$ cat src/rtl/nibble_serial_addsub_pkg.sv
// Shared constants for the nibble-serial add/subtract unit: FSM encoding and slice geometry.
// No timing or handshake behaviour lives here.
package nibble_serial_addsub_pkg;

  localparam int NIBBLE_W = 4;

  typedef logic [1:0] state_t;
  localparam state_t ST_IDLE = 2'd0;
  localparam state_t ST_RUN  = 2'd1;
  localparam state_t ST_DONE = 2'd2;

  // A single-nibble configuration still needs a 1-bit index register.
  function automatic int idx_width(input int nibbles);
    return (nibbles > 1) ? $clog2(nibbles) : 1;
  endfunction

endpackage

$ cat src/rtl/nibble_serial_addsub_if.sv
// Operand request / result bundle between source, add/sub unit and consumer.
// Both directions use valid/ready; data is qualified only by the matching valid.
interface nibble_serial_addsub_if #(
  parameter int NIBBLES = 4
);
  localparam int W = 4 * NIBBLES;

  logic         in_valid;
  logic         in_ready;
  logic [W-1:0] a;
  logic [W-1:0] b;
  logic         sub;
  logic         out_valid;
  logic         out_ready;
  logic [W-1:0] result;
  logic         carry_out;
  logic         overflow;
  logic         zero;

  modport master (
    output in_valid, a, b, sub, out_ready,
    input  in_ready, out_valid, result, carry_out, overflow, zero
  );

  modport slave (
    input  in_valid, a, b, sub, out_ready,
    output in_ready, out_valid, result, carry_out, overflow, zero
  );

endinterface

$ cat src/rtl/nibble_add_slice.sv
// Combinational 4-bit ripple adder built from full-adder cells; zero latency, no handshake.
// B is expected pre-inverted by the caller for subtraction.
module nibble_add_slice (
  input  logic [3:0] a,
  input  logic [3:0] b,
  input  logic       cin,
  output logic [3:0] sum,
  output logic       cout
);

  always_comb begin : ripple
    logic c;
    c   = cin;
    sum = '0;
    for (int i = 0; i < 4; i++) begin
      sum[i] = a[i] ^ b[i] ^ c;
      c      = (a[i] & b[i]) | (c & (a[i] ^ b[i]));
    end
    cout = c;
  end

endmodule

$ cat src/rtl/nibble_serial_addsub.sv
// Serial add/subtract, one nibble per cycle through a single 4-bit slice; result valid NIBBLES cycles after accept.
// Result and flags hold in DONE until out_ready; no new request is accepted until the cycle after the result handshake.
module nibble_serial_addsub
  import nibble_serial_addsub_pkg::*;
#(
  parameter int NIBBLES = 4
) (
  input logic                    clk,
  input logic                    rst,
  nibble_serial_addsub_if.slave  bus
);

  localparam int W  = NIBBLE_W * NIBBLES;
  localparam int IW = idx_width(NIBBLES);
  localparam logic [IW-1:0] LAST_IDX = IW'(NIBBLES - 1);

  state_t        state;
  logic [IW-1:0] idx;
  logic [W-1:0]  a_q;
  logic [W-1:0]  b_q;
  logic [W-1:0]  res_q;
  logic [W-1:0]  res_next;
  logic          carry_q;
  logic          carry_out_q;
  logic          overflow_q;
  logic          zero_q;

  logic [3:0]    slice_a;
  logic [3:0]    slice_b;
  logic [3:0]    slice_sum;
  logic          slice_cout;
  logic          last;

  assign slice_a = a_q[NIBBLE_W*idx +: NIBBLE_W];
  assign slice_b = b_q[NIBBLE_W*idx +: NIBBLE_W];
  assign last    = (idx == LAST_IDX);

  nibble_add_slice u_slice (
    .a    (slice_a),
    .b    (slice_b),
    .cin  (carry_q),
    .sum  (slice_sum),
    .cout (slice_cout)
  );

  // Full result as it will look after this edge, so zero sees the final nibble.
  always_comb begin
    res_next = res_q;
    res_next[NIBBLE_W*idx +: NIBBLE_W] = slice_sum;
  end

  always_ff @(posedge clk) begin
    if (rst) begin
      state       <= ST_IDLE;
      idx         <= '0;
      a_q         <= '0;
      b_q         <= '0;
      res_q       <= '0;
      carry_q     <= 1'b0;
      carry_out_q <= 1'b0;
      overflow_q  <= 1'b0;
      zero_q      <= 1'b0;
    end else begin
      case (state)
        ST_IDLE: begin
          if (bus.in_valid) begin
            a_q     <= bus.a;
            b_q     <= bus.b ^ {W{bus.sub}};
            carry_q <= bus.sub;
            idx     <= '0;
            state   <= ST_RUN;
          end
        end
        ST_RUN: begin
          res_q   <= res_next;
          carry_q <= slice_cout;
          if (last) begin
            idx         <= '0;
            state       <= ST_DONE;
            carry_out_q <= slice_cout;
            // Carry into the MSB is recovered from the MSB sum bit of the final slice.
            overflow_q  <= (a_q[W-1] ^ b_q[W-1] ^ slice_sum[3]) ^ slice_cout;
            zero_q      <= (res_next == '0);
          end else begin
            idx <= idx + 1'b1;
          end
        end
        ST_DONE: begin
          if (bus.out_ready) begin
            state <= ST_IDLE;
          end
        end
        default: state <= ST_IDLE;
      endcase
    end
  end

  assign bus.in_ready  = (state == ST_IDLE);
  assign bus.out_valid = (state == ST_DONE);
  assign bus.result    = res_q;
  assign bus.carry_out = carry_out_q;
  assign bus.overflow  = overflow_q;
  assign bus.zero      = zero_q;

endmodule

$ cat src/flat_wrapper.sv
// flat-port wrapper written by rule: the top's interface ports become plain ports
module nibble_serial_addsub_flat import nibble_serial_addsub_pkg::*;
#(
  parameter int NIBBLES = 4
)
  (clk, rst, bus_in_valid, bus_a, bus_b, bus_sub, bus_out_ready, bus_in_ready, bus_out_valid, bus_result, bus_carry_out, bus_overflow, bus_zero);
  nibble_serial_addsub_if #(.NIBBLES(NIBBLES)) bus_i ();
  input logic clk;
  input logic rst;
  input wire logic [$bits(bus_i.in_valid)-1:0] bus_in_valid;
  input wire logic [$bits(bus_i.a)-1:0] bus_a;
  input wire logic [$bits(bus_i.b)-1:0] bus_b;
  input wire logic [$bits(bus_i.sub)-1:0] bus_sub;
  input wire logic [$bits(bus_i.out_ready)-1:0] bus_out_ready;
  output wire logic [$bits(bus_i.in_ready)-1:0] bus_in_ready;
  output wire logic [$bits(bus_i.out_valid)-1:0] bus_out_valid;
  output wire logic [$bits(bus_i.result)-1:0] bus_result;
  output wire logic [$bits(bus_i.carry_out)-1:0] bus_carry_out;
  output wire logic [$bits(bus_i.overflow)-1:0] bus_overflow;
  output wire logic [$bits(bus_i.zero)-1:0] bus_zero;
  assign bus_i.in_valid = bus_in_valid;
  assign bus_i.a = bus_a;
  assign bus_i.b = bus_b;
  assign bus_i.sub = bus_sub;
  assign bus_i.out_ready = bus_out_ready;
  assign bus_in_ready = bus_i.in_ready;
  assign bus_out_valid = bus_i.out_valid;
  assign bus_result = bus_i.result;
  assign bus_carry_out = bus_i.carry_out;
  assign bus_overflow = bus_i.overflow;
  assign bus_zero = bus_i.zero;
  nibble_serial_addsub #(.NIBBLES(NIBBLES)) u_core (.clk(clk), .rst(rst), .bus(bus_i));
endmodule
$ cat config.mk
export PLATFORM = sky130hd
export DESIGN_NAME = nibble_serial_addsub_flat
export DESIGN_NICKNAME = d
export VERILOG_FILES = /design/src/rtl/nibble_serial_addsub_pkg.sv /design/src/rtl/nibble_serial_addsub_if.sv /design/src/rtl/nibble_add_slice.sv /design/src/rtl/nibble_serial_addsub.sv /design/src/flat_wrapper.sv
export SDC_FILE = /design/constraint.sdc
export NUM_CORES = 1
export LEC_CHECK = 0
export ABC_AREA = 1
export BUFFER_PORTS_ARGS = -buffer_cell sky130_fd_sc_hd__buf_4
export CELL_PAD_IN_SITES_DETAIL_PLACEMENT = 0
export CELL_PAD_IN_SITES_GLOBAL_PLACEMENT = 1
export CORE_UTILIZATION = 44
export CTS_BUF_LIST = sky130_fd_sc_hd__clkbuf_4 sky130_fd_sc_hd__clkbuf_8
export CTS_CLUSTER_SIZE = 16
export DETAILED_ROUTE_END_ITERATION = 16
export PLACE_DENSITY_LB_ADDON = 0.1
export SLEW_MARGIN = 0
export SYNTH_ARGS = -nofsm -noshare
export SYNTH_HDL_FRONTEND = slang
export SYNTH_SLANG_ARGS = --single-unit
$ cat constraint.sdc
create_clock -name clk -period 4.8 [get_ports clk]
set_input_delay 0.24 -clock clk [delete_from_list [all_inputs] [get_ports clk]]
set_output_delay 0.24 -clock clk [all_outputs]
set_load 0.03 [all_outputs]
* Yosys cells after proc, flatten, opt, wreduce, memory -nomap -nowiden
Index checks and enable logic that the tools add are counted.
Widths: inputs -> output; s select.
** Storage, ports and cells
- Register bits after elaboration :: 56
- Latch bits :: 0
- Bits in writable memories :: 0
- Memory bits (read-only) :: 0
- Input port bits :: 37
- Output and inout bits :: 21
- Word-level logic and storage cells :: 62
- Memories :: 0
** Operators by class
- $add $sub $neg :: 2
- $mul :: 0
- Div/mod/pow operators :: 0
- Magnitude comparators :: 0
- Equality and inequality tests :: 6
- Shifts and indexed selects :: 4
- Muxes and demuxes :: 10
- Bitwise operators :: 24
- Reductions and logical operators :: 7
** Operators with widths (number)
- $neg 4->34 :: 1
- $shift 4x34->16 const A :: 1
- $shiftx 4x34->16 :: 1
- $shiftx 16x5->4 :: 2
- $bwmux 16 :: 1
- $logic_not 16->1 :: 1
- $xor 16x16->16 :: 1
- $xor 1x1->1 :: 11
- $mux 2 :: 5
- $and 1x1->1 :: 8
- $pmux 2 s3 :: 1
- $reduce_and 2->1 :: 3
- $eq 2x2->1 const B :: 2
- $ne 2x2->1 const B :: 2
- $or 1x1->1 :: 4
- $pmux 2 s2 :: 1
- $reduce_and 3->1 :: 1
- $add 2x1->2 const B :: 1
- $eq 2x1->1 const B :: 1
- $logic_not 2->1 :: 1
- $ne 2x1->1 const B :: 1
- $pmux 1 s2 :: 1
- $reduce_bool 2->1 :: 1
- $mux 1 :: 1

* Logic depth before layout (Yosys ltp)
Gate-level depths: netlist of the first run.
- Word-level depth :: 12
- Mapped depth :: 19
- Depth with buffers taken out :: 17

* Modules after synthesis
From an unflattened synthesis of the first run, not the netlist that was laid out.
** Unflattened totals
- Cell total of the unflattened synthesis :: 431
- Area total of the unflattened synthesis :: 2990.4 um^2
** By module, submodules not included
- nibble_serial_addsub :: instances 1, cells each 417, area each 2872.8 um^2, seq. area each 1121.1 um^2
- nibble_add_slice :: instances 1, cells each 14, area each 117.6 um^2, seq. area each 0.0 um^2

* Least setup slack after synthesis of the first run
Ideal clock, no wire load.
- Path type :: register -> register
- Start :: register u_core.idx[0]
- End :: register u_core.zero_q (netlist: u_core.bus.zero)
- Setup time :: 0.067 ns
- Arrival :: 3.228 ns
- Required time :: 4.733 ns
- Path slack :: 1.505 ns
- Stages on the path, launching flop included :: 19
- Buffers on the path :: 1
- Clock period less this slack :: 3.295 ns
- Cells stage by stage :: dfxtp_1 inv_2 clkbuf_1 nand2_1 a32o_1 fa_1 inv_1 fa_1 inv_1 fa_1 fa_1 nor2_1 inv_1 nor2_1 nor2_1 nand3_1 nor2_1 nand3_1 a21oi_2
** Between the ends
- Word-level cells in the longest chain between the ends :: 12
- Elaborated cells on any way between the ends :: 26
- Those cells by class :: add/sub: 1; eq/ne: 1; shift: 4; mux: 1; bitwise: 17; reduce/logical: 2
** RTL lines
- start: declaration :: RTL line nibble_serial_addsub.sv:18 : logic [IW-1:0] idx;
- start signal: assignment :: RTL line nibble_serial_addsub.sv:85 : idx <= idx + 1'b1;
- $shiftx 16x5->4, on equally long branches :: RTL line nibble_serial_addsub.sv:34, nibble_serial_addsub.sv:35
- $xor 1x1->1 :: RTL line nibble_add_slice.sv:16, nibble_add_slice.sv:17
- $and 1x1->1 :: RTL line nibble_add_slice.sv:17 : c = (a[i] & b[i]) | (c & (a[i] ^ b[i]));
- $or 1x1->1 :: RTL line nibble_add_slice.sv:17
- $and 1x1->1 :: RTL line nibble_add_slice.sv:17
- $or 1x1->1 :: RTL line nibble_add_slice.sv:17
- $and 1x1->1 :: RTL line nibble_add_slice.sv:17
- $or 1x1->1 :: RTL line nibble_add_slice.sv:17
- $xor 1x1->1 :: RTL line nibble_add_slice.sv:16 : sum[i] = a[i] ^ b[i] ^ c;
- $shiftx 4x34->16 :: RTL line nibble_serial_addsub.sv:49 : res_next[NIBBLE_W*idx +: NIBBLE_W] = slice_sum;
- $bwmux 16 :: RTL line nibble_serial_addsub.sv:49
- $logic_not 16->1 :: RTL line nibble_serial_addsub.sv:83 : zero_q <= (res_next == '0);
- end signal: assignment :: RTL line nibble_serial_addsub.sv:83
- end: declaration :: RTL line nibble_serial_addsub.sv:26 : logic zero_q;
Several ways; a longest one is shown, not always the timed one.
A chain may end at the register's enable or synchronous reset.

* Final worst setup path of the first run
Ends and elaborated chain as after synthesis.

==> results of run 1 <==
-- cell families after synthesis --
group / share of synthesized area (%)
simple gates: 22.0
compound gates: 18.3
buf+inv: 11.0
flops: 37.9
xor+xnor: 5.63
fa+ha+maj: 5.25
-- sequential cells by signal, indices dropped and copies added (netlist names) --
signal,cells
u_core.bus.carry_out,1
u_core.bus.zero,1
u_core.carry_q,1
u_core.bus.result,16
u_core.a_q,16
u_core.state,2
u_core.idx,2
u_core.b_q,16
u_core.bus.overflow,1
-- layout make-up --
class	count	area share, %
clock buffers	5	1.97
clock inverters	3	1.33
inverters	51	5.49
multi-input cells	288	43.4
flip-flops and latches	56	32.2
well taps	77	2.76
repair buffers	60	12.9
-- stage by stage --
stage               std cells  instance area, um2
floorplan                 418                2960
global placement          532                3370
detailed placement        532                3370
CTS                       540                3490
global route              540                3490
finish                    540                3490
-- worst min-delay path: stages --
cell and delay [ns]:
buf_4 0.07, o21ai_0 0.07, nor2_1 0.08
-- power breakdown --
group | switching (mW) | internal [mW]
clock network | 0.163 | 0.158
registers | 0.0288 | 0.504
logic | 0.183 | 0.124
total | 0.374 | 0.786
-- worst max path at each step --
stage,startpoint,to,cells after the start
2_1_floorplan,u_core.idx[0],u_core.bus.zero,18
3_3_place_gp,u_core.idx[0],u_core.bus.zero,17
3_5_place_dp,u_core.idx[0],u_core.bus.zero,17
4_1_cts,u_core.idx[0],u_core.bus.zero,17
5_1_grt,u_core.idx[0],u_core.bus.zero,17
6_report,u_core.idx[0],u_core.bus.zero,17
-- cell usage in the layout (no fill, tap or decap), types with 5 or more instances in the layout --
| cell | instances |
|---|---|
| a211oi_1 | 12 |
| buf_4 | 60 |
| dfxtp_1 | 56 |
| o211ai_1 | 7 |
| nand2_1 | 59 |
| ha_1 | 6 |
| clkbuf_8 | 5 |
| xor2_1 | 6 |
| a21oi_1 | 20 |
| xnor2_1 | 13 |
| inv_1 | 46 |
| nand3_1 | 10 |
| inv_2 | 5 |
| nor2_1 | 95 |
| o21ai_0 | 42 |
-- routing by layer --
layer / wire length [um] / track usage, %
met5: 0 / 0
met4: 94 / 6.43
met3: 207 / 2.77
met2: 3180 / 35.0
met1: 3150 / 24.6
==> impl_metrics.csv, run 1 <==
group,metric,value,unit
run_status,outcome,"complete, but fails checks",
run_status,violations,"DRC",
cells_and_area,fillers,676,
synth,synth_top_area_share,37.9,%
clock_network,cts_made_buffers,5,
die,die_h,84.0,um
grt,first_global_vias,2490,
synth,synth_cell_types,25,
route,drc,1,
sta,setup-tns-final,0,ns
cells_and_area,fin_nets,509,
route,drt_wl_total,6630,um
clock_network,cts_tree,"done",
pwr,power_density,333,mW/mm2
critical_path,arrival,3.85,ns
synth,synth_area_leaders,"dfxtp_1 (38%), nor2_1 (12%), nand2_1 (7.5%)",
cells_and_area,antennaDiodeCount,0,
route,vias,2632,
critical_path,cpMostUsedCell,"fa_1",
sta,fin_crit_sh,74.8,%
worst_hold_path,worst_hold_path.num_cells,3,
critical_path,critPathMaxStageDelay,0.56,ns
synth,synthesis.area,0.00296,mm2
route,viasPerCell,4.87,
cells_and_area,final_util,54.3,%
synth,ys_ff_latch,56,
clock_network,clk_latency,0.31,ns
die,num_io_pins,58,
critical_path,rrSetupSlack,1.21,ns
cells_and_area,area_delta_synth_final,17.9,%
pwr,finalPower,1.16,mW
critical_path,critPathMaxFanout,20,
pwr,ir_worst_vdd,0.145,mV
sta,worst_slew_margin_rel,25.8,%
sta,worst_slack,1.21,ns
placed_design,pre_cts_ws,1.26,ns
sta,drv_slew,0,
sta,finalHoldViolCount,0,
clock_network,post_cts_buffers,0,
synth,yosysTopAreaCell,"dfxtp_1",
flow_run,cap_violations,0,
critical_path,reg2regPathDepth,17,
sta,fmax,278,MHz
synth,yosys_warnings,0,
placed_design,gp_congestion,0.782,
die,initial_core_util,46.0,%
clock_network,numClockSinks,56,
grt,grt_pass1_wl,11300,um
critical_path,worstPathRequired,5.06,ns
critical_path,path_cells,"inv_2 > nand2_1 > a32o_1 > fa_1 > inv_1 > fa_1 > inv_1 > fa_1 > fa_1 > nor2_1 > inv_1 > nor2_1 > a21oi_2 > nand2_1 > nor2_1 > nand3_1 > a21oi_2",
route,drt_iter0_markers,85,
grt,antenna_found_initial,0,
sta,setup_viol,0,
route,avgRoutedWirePerCell,12.3,um
critical_path,setup.worst_path.class,"flip-flop to flip-flop",
critical_path,cp_num_buf_inv,4,
cells_and_area,seqCellArea,0.00112,mm2
sta,finalCriticalPeriod,3.59,ns
grt,grt_usage,19.8,%
placed_design,port_buffers,57,
synth,synthArstFlopShare,0,%
synth,synth.most_common_cell,"nor2_1",
cells_and_area,drive_above_1_share,16.4,%
grt,overflow,0,
synth,synth.top_cells.by_count,"nor2_1 (95), nand2_1 (59), dfxtp_1 (56)",
worst_hold_path,hold_path_startpoint,"bus_a[14]",
die,die_area,0.00705,mm2
clock_network,postCtsHoldBufs,0,
synth,synth_fp_nets,465,
clock_network,clk_pin_slew_worst_paths,0.11,ns
cells_and_area,multi_input_area,0.00151,mm2
sta,whs,0.179,ns
die,die_x,84.0,um
pwr,cellLeakagePower,1.63,nW
critical_path,critical-path-slowest-cell,"fa_1",
worst_hold_path,hp-class,"primary input to flip-flop",
critical_path,reg2reg_to,"u_core.bus.zero",
clock_network,cts_root_buf,"clkbuf_8",
sta,worstMarginPinSlew,1.11,ns
grt,grt_max_degree,39,
critical_path,crit_path_start_kind,"flip-flop",
clock_network,cts_resized,0,
synth,synth_flop_cell,"dfxtp_1",
synth,syn_area_per_cell,7.07,um2
die,coreArea,0.00642,mm2
synth,synth-seq-area-share,37.9,%
clock_network,clock_path_buffers,2,
synth,synthCells,418,
synth,synth_edf_count,0,
worst_hold_path,min_to,"u_core.a_q[14]",
critical_path,cpLargestDelayFamily,"adder cells",
critical_path,timing.rr.start,"u_core.idx[0]",
clock_network,h-tree-depth,2,
sta,skew,0.0134,ns
route,first_pass_iters,10,
critical_path,endpoint_kind,"flip-flop",
route,antenna_left,0,
sta,grt_setup_unrepaired,"no",
die,fp-row-count,29,
placed_design,hpwl,4850,um
Power figures use the tool's default switching activity.
==> run 2: changes to the inputs <==
- CORE_UTILIZATION: 44 -> 37
- clock period: 4.8 -> 3 ns (I/O delays scaled with it)
==> run 2 against run 1 <==
Compared with the run above:
- the run ends with setup timing left
- final area up 5.7%
- largest cell class unchanged
- largest power group unchanged
- sequential share of layout area down 1.6 points
- wire length is 7.8% higher
- non-clock buffer count grew 17
- first-iteration DRC count shrank 16%
- sequential power up 59%
- critical path depth did not move
==> impl_metrics.csv, run 2 (same netlist as run 1, synthesis figures left out) <==
group,metric,value,unit
clock_network,clock_path_buffers,2,
route,vias,2711,
grt,antenna_found_initial,0,
cells_and_area,final_area,0.00368,mm2
critical_path,rrSetupSlack,-0.07,ns
die,initial_core_util,38.3,%
cells_and_area,layout_commonest_cell,"nor2_1",
grt,grt_usage,18.1,%
worst_hold_path,worst_hold_path.num_cells,3,
placed_design,gp_congestion,0.824,
clock_network,clk_pin_slew_worst_paths,0.11,ns
cells_and_area,drive_above_1_share,22.3,%
sta,finalHoldViolCount,0,
grt,grt_max_degree,31,
pwr,power_density,518,mW/mm2
route,viasPerCell,4.66,
pwr,ir_worst_vdd,0.194,mV
critical_path,endpoint_kind,"flip-flop",
cells_and_area,fillers,812,
clock_network,h-tree-depth,2,
route,drt_wl_total,7150,um
worst_hold_path,hold_path_startpoint,"bus_a[10]",
sta,drv_slew,0,
critical_path,critical-path-slowest-cell,"fa_1",
cells_and_area,layout_common_cells,"nor2_1 (93), buf_4 (76), nand2_1 (57), dfxtp_1 (54), inv_1 (44)",
critical_path,reg2reg_to,"u_core.bus.zero",
clock_network,clk_latency,0.32,ns
route,avgRoutedWirePerCell,12.3,um
die,coreArea,0.00773,mm2
critical_path,setup.worst_path.class,"flip-flop to flip-flop",
die,fp-row-count,32,
placed_design,pre_cts_ws,-0.174,ns
sta,fmax,325,MHz
run_status,outcome,"complete, but fails checks",
cells_and_area,seqCellArea,0.00113,mm2
grt,first_global_vias,2588,
cells_and_area,fin_nets,526,
route,drc,0,
pwr,cellLeakagePower,1.73,nW
cells_and_area,multi_input_area,0.00154,mm2
sta,finalCriticalPeriod,3.07,ns
die,die_area,0.00835,mm2
sta,worst_slack,-0.0731,ns
run_status,violations,"setup timing",
cells_and_area,area_delta_synth_final,24.6,%
clock_network,cts_made_buffers,5,
critical_path,cp_num_buf_inv,4,
die,num_io_pins,58,
route,first_pass_iters,4,
placed_design,hpwl,5320,um
worst_hold_path,hp-class,"primary input to flip-flop",
sta,fin_crit_sh,102,%
die,die_h,91.4,um
flow_run,cap_violations,0,
route,drt_iter0_markers,71,
critical_path,timing.rr.start,"u_core.idx[0]",
sta,worstMarginPinSlew,0.928,ns
critical_path,arrival,3.34,ns
placed_design,port_buffers,57,
grt,overflow,0,
clock_network,cts_tree,"done",
cells_and_area,final_util,47.7,%
critical_path,reg2regPathDepth,17,
placed_design,dpl_cell_area,0.00351,mm2
critical_path,critPathMaxStageDelay,0.53,ns
sta,worst_slew_margin_rel,38.1,%
die,die_x,91.4,um
clock_network,cts_root_buf,"clkbuf_8",
sta,skew,0.0127,ns
cells_and_area,antennaDiodeCount,0,
pwr,finalPower,1.91,mW
clock_network,numClockSinks,56,
critical_path,path_cells,"buf_6 > nand2_2 > a32o_2 > fa_2 > inv_2 > fa_2 > inv_2 > fa_2 > fa_1 > nor2_1 > inv_1 > nor2_1 > a21oi_2 > nand2_1 > nor2_1 > nand3_1 > a21oi_2",
critical_path,cpLargestDelayFamily,"adder cells",
critical_path,crit_path_start_kind,"flip-flop",
route,antenna_left,0,
sta,grt_setup_unrepaired,"yes",
critical_path,worstPathRequired,3.26,ns
worst_hold_path,min_to,"u_core.a_q[10]",
critical_path,critPathMaxFanout,6,
sta,setup_viol,3,
grt,grt_pass1_wl,12100,um
-- run 2: changes by cell type in the layout (fill, tap and decap cells not counted), moves of 2 or more --
cell	delta
fa_2	+3
dfxtp_1	-2
nor2_2	+2
fa_1	-3
inv_1	-2
nand2_2	+2
nand2_1	-2
buf_4	+16
nor2_1	-2
inv_2	+2
-- run 2: layout make-up --
class                           instances  share of cell area [%]
Timing Repair Buffer                   77                    15.8
Clock buffer                            6                    2.07
Inverter                               51                    5.20
Sequential cell                        56                    30.6
Clock inverter                          2                    1.05
Multi-Input combinational cell        288                    41.8
Tap cell                              102                    3.46
-- run 2: how the worst max path moves through the flow --
stage                             start              end  slack, ns  depth (start not counted)
after CTS                 u_core.idx[0]  u_core.bus.zero      -0.09                         17
after global placement    u_core.idx[0]  u_core.bus.zero      -0.08                         16
after detailed placement  u_core.idx[0]  u_core.bus.zero      -0.17                         17
final                     u_core.idx[0]  u_core.bus.zero      -0.07                         17
after floorplan           u_core.idx[0]  u_core.bus.zero      -0.13                         18
after global routing      u_core.idx[0]  u_core.bus.zero      -0.26                         17
-- run 2: through the flow --
step	hold WS [ns]	TNS, ns	instances
3_5_place_dp	0.407	-0.431	571
6_report	0.0743	-0.0870	582
3_3_place_gp	0.399	-0.122	571
5_1_grt	0.0764	-0.714	582
2_1_floorplan	0.314	-0.133	418
4_1_cts	0.0702	-0.122	582
-- run 2: power by group --
| group | total (mW) | switching, mW | leakage, nW | internal (mW) |
|---|---|---|---|---|
| Sequential | 0.847 | 0.0405 | 0.463 | 0.807 |
| Combinational | 0.542 | 0.309 | 1.21 | 0.232 |
| Clock | 0.521 | 0.259 | 0.0592 | 0.262 |
| Total | 1.91 | 0.609 | 1.73 | 1.30 |
-- run 2: routing by layer --
| metal | share of wire [%] | vias to the layer above | track usage [%] |
|---|---|---|---|
| met5 | 0 | - | 0 |
| met4 | 1.2 | 0 | 5.82 |
| met3 | 2.4 | 7 | 3.02 |
| met2 | 52 | 46 | 33.1 |
| met1 | 45 | 1209 | 21.4 |
| li1 | - | 1449 | - |
-- run 2: what timing repair did --
action	in CTS	in global routing
hold endpoints to repair	0	0
pin swaps	7	1
buffers inserted	3	0
gates resized for setup	12	3
hold buffers	0	0
setup endpoints to repair	4	4
-- run 2: tightest hold or removal path: stages --
cell and delay (ns):
buf_4 0.07, o21ai_0 0.07, nor2_1 0.07
==> run 3: changes to the inputs <==
- RECOVER_POWER: default -> 100
==> run 3 against run 2 <==
Compared with the run above:
- the run still ends with setup timing left
- total power shrank 0.86%
- global-route usage is the same
- clock power is essentially flat
- flip-flop and latch count is the same
- worst hold slack is essentially flat
- sequential share of layout area grew 0.70 points
- utilization shrank 1.1 points
- non-clock buffer count is the same
- combinational power shrank 3%
- die area is the same
- clock skew grew 0.00060 ns
- largest cell class unchanged
==> impl_metrics.csv, run 3 (same netlist as run 1, synthesis figures left out) <==
group,metric,value,unit
critical_path,critPathMaxFanout,6,
route,viasPerCell,4.65,
critical_path,crit_path_start_kind,"flip-flop",
sta,fmax,325,MHz
sta,drv_slew,0,
clock_network,clock_path_buffers,2,
pwr,power_density,526,mW/mm2
grt,first_global_vias,2588,
worst_hold_path,hp-class,"primary input to flip-flop",
critical_path,timing.rr.start,"u_core.idx[0]",
critical_path,reg2regPathDepth,17,
clock_network,cts_made_buffers,5,
clock_network,cts_tree,"done",
worst_hold_path,worst_hold_path.num_cells,3,
flow_run,cap_violations,0,
pwr,cellLeakagePower,1.64,nW
die,num_io_pins,58,
die,initial_core_util,38.3,%
grt,grt_usage,18.1,%
route,first_pass_iters,4,
die,fp-row-count,32,
clock_network,clk_pin_slew_worst_paths,0.11,ns
critical_path,worstPathRequired,3.26,ns
cells_and_area,drive_above_1_share,17.5,%
route,avgRoutedWirePerCell,12.3,um
run_status,violations,"setup timing",
cells_and_area,fillers,836,
placed_design,hpwl,5320,um
clock_network,h-tree-depth,2,
placed_design,dpl_cell_area,0.00351,mm2
sta,grt_setup_unrepaired,"yes",
placed_design,gp_congestion,0.824,
clock_network,numClockSinks,56,
grt,antenna_found_initial,0,
die,die_h,91.4,um
sta,worst_slew_margin_rel,38.2,%
run_status,outcome,"complete, but fails checks",
die,coreArea,0.00773,mm2
cells_and_area,layout_commonest_cell,"nor2_1",
pwr,ir_worst_vdd,0.194,mV
sta,skew,0.0133,ns
route,drt_wl_total,7170,um
sta,finalHoldViolCount,0,
route,vias,2709,
sta,worstMarginPinSlew,0.925,ns
route,drc,0,
cells_and_area,fin_nets,526,
route,antenna_left,0,
sta,worst_slack,-0.0726,ns
sta,setup_viol,3,
route,drt_iter0_markers,94,
critical_path,rrSetupSlack,-0.07,ns
die,die_x,91.4,um
clock_network,clk_latency,0.32,ns
cells_and_area,final_area,0.00360,mm2
cells_and_area,antennaDiodeCount,0,
worst_hold_path,hold_path_startpoint,"bus_a[10]",
cells_and_area,multi_input_area,0.00154,mm2
grt,overflow,0,
grt,grt_max_degree,31,
die,die_area,0.00835,mm2
critical_path,arrival,3.34,ns
critical_path,reg2reg_to,"u_core.bus.zero",
grt,grt_pass1_wl,12100,um
clock_network,cts_root_buf,"clkbuf_8",
worst_hold_path,min_to,"u_core.a_q[10]",
sta,fin_crit_sh,102,%
cells_and_area,layout_common_cells,"nor2_1 (93), nand2_1 (57), buf_4 (54), dfxtp_1 (54), inv_1 (45)",
critical_path,endpoint_kind,"flip-flop",
placed_design,port_buffers,57,
cells_and_area,seqCellArea,0.00113,mm2
cells_and_area,area_delta_synth_final,21.8,%
sta,setup-tns-final,-0.0878,ns
sta,finalCriticalPeriod,3.07,ns
critical_path,setup.worst_path.class,"flip-flop to flip-flop",
run 3: cell types whose count changed in the layout (fill, tap and decap cells not counted):
cell,before,now
buf_4,76,54
inv_2,7,6
inv_1,44,45
a21boi_0,0,2
a21boi_1,2,0
clkbuf_1,0,22
run 3: worst max path at each step:
stage	startpoint	endpoint	slack [ns]	cells past startpoint
5_1_grt	u_core.idx[0]	u_core.bus.zero	-0.26	17
3_3_place_gp	u_core.idx[0]	u_core.bus.zero	-0.08	16
3_5_place_dp	u_core.idx[0]	u_core.bus.zero	-0.17	17
2_1_floorplan	u_core.idx[0]	u_core.bus.zero	-0.13	18
4_1_cts	u_core.idx[0]	u_core.bus.zero	-0.09	17
6_report	u_core.idx[0]	u_core.bus.zero	-0.07	17
run 3: layer usage:
layer	wire [um]	vias up	global-route usage [%]
met5	0	-	0
met4	88	0	5.82
met3	185	7	3.02
met2	3690	44	33.1
met1	3200	1210	21.4
li1	-	1448	-
run 3: cell type report:
type                            count  area share [%]
Inverter                           51            5.32
Clock buffer                        6            2.12
Clock inverter                      2            1.08
Multi-Input combinational cell    288            42.8
Tap cell                          102            3.54
Sequential cell                    56            31.3
Timing Repair Buffer               77            13.9
run 3: metrics by stage:
| stage | util, % | cells | power [mW] | hold slack (ns) | setup slack (ns) |
|---|---|---|---|---|---|
| 6_report | 46.6 | 582 | 1.89 | 0.0745 | -0.0726 |
| 5_1_grt | 46.6 | 582 | 2.02 | 0.0764 | -0.264 |
| 4_1_cts | 47.6 | 582 | 1.93 | 0.0702 | -0.0908 |
| 3_5_place_dp | 45.5 | 571 | 1.39 | 0.407 | -0.174 |
| 3_3_place_gp | 45.5 | 571 | 1.39 | 0.399 | -0.0755 |
| 2_1_floorplan | - | 418 | 1.22 | 0.314 | -0.133 |
run 3: worst max-delay path: stages, from the launching register on:
cell and delay (ns):
dfxtp_4 0.39, buf_6 0.12, nand2_2 0.04, a32o_2 0.25, fa_2 0.36, inv_2 0.06, fa_2 0.19, inv_2 0.04
fa_2 0.33, fa_1 0.53, nor2_1 0.06, inv_1 0.09, nor2_1 0.06, a21oi_2 0.13, nand2_1 0.07, nor2_1 0.10
nand3_1 0.09, a21oi_2 0.12
run 3: power breakdown:
group / leakage [nW] / switching (mW) / total, mW / internal (mW)
clock: 0.0592 / 0.261 / 0.523 / 0.262
combinational: 1.12 / 0.310 / 0.524 / 0.214
sequential: 0.463 / 0.0401 / 0.847 / 0.807
run 3: timing repair:
action | CTS | global route
endpoints found under the setup margin | 4 | 4
gates resized for setup | 12 | 3
buffers inserted | 3 | 0
hold buffers | 0 | 0
pin swaps | 7 | 1
endpoints found under the hold margin | 0 | 0
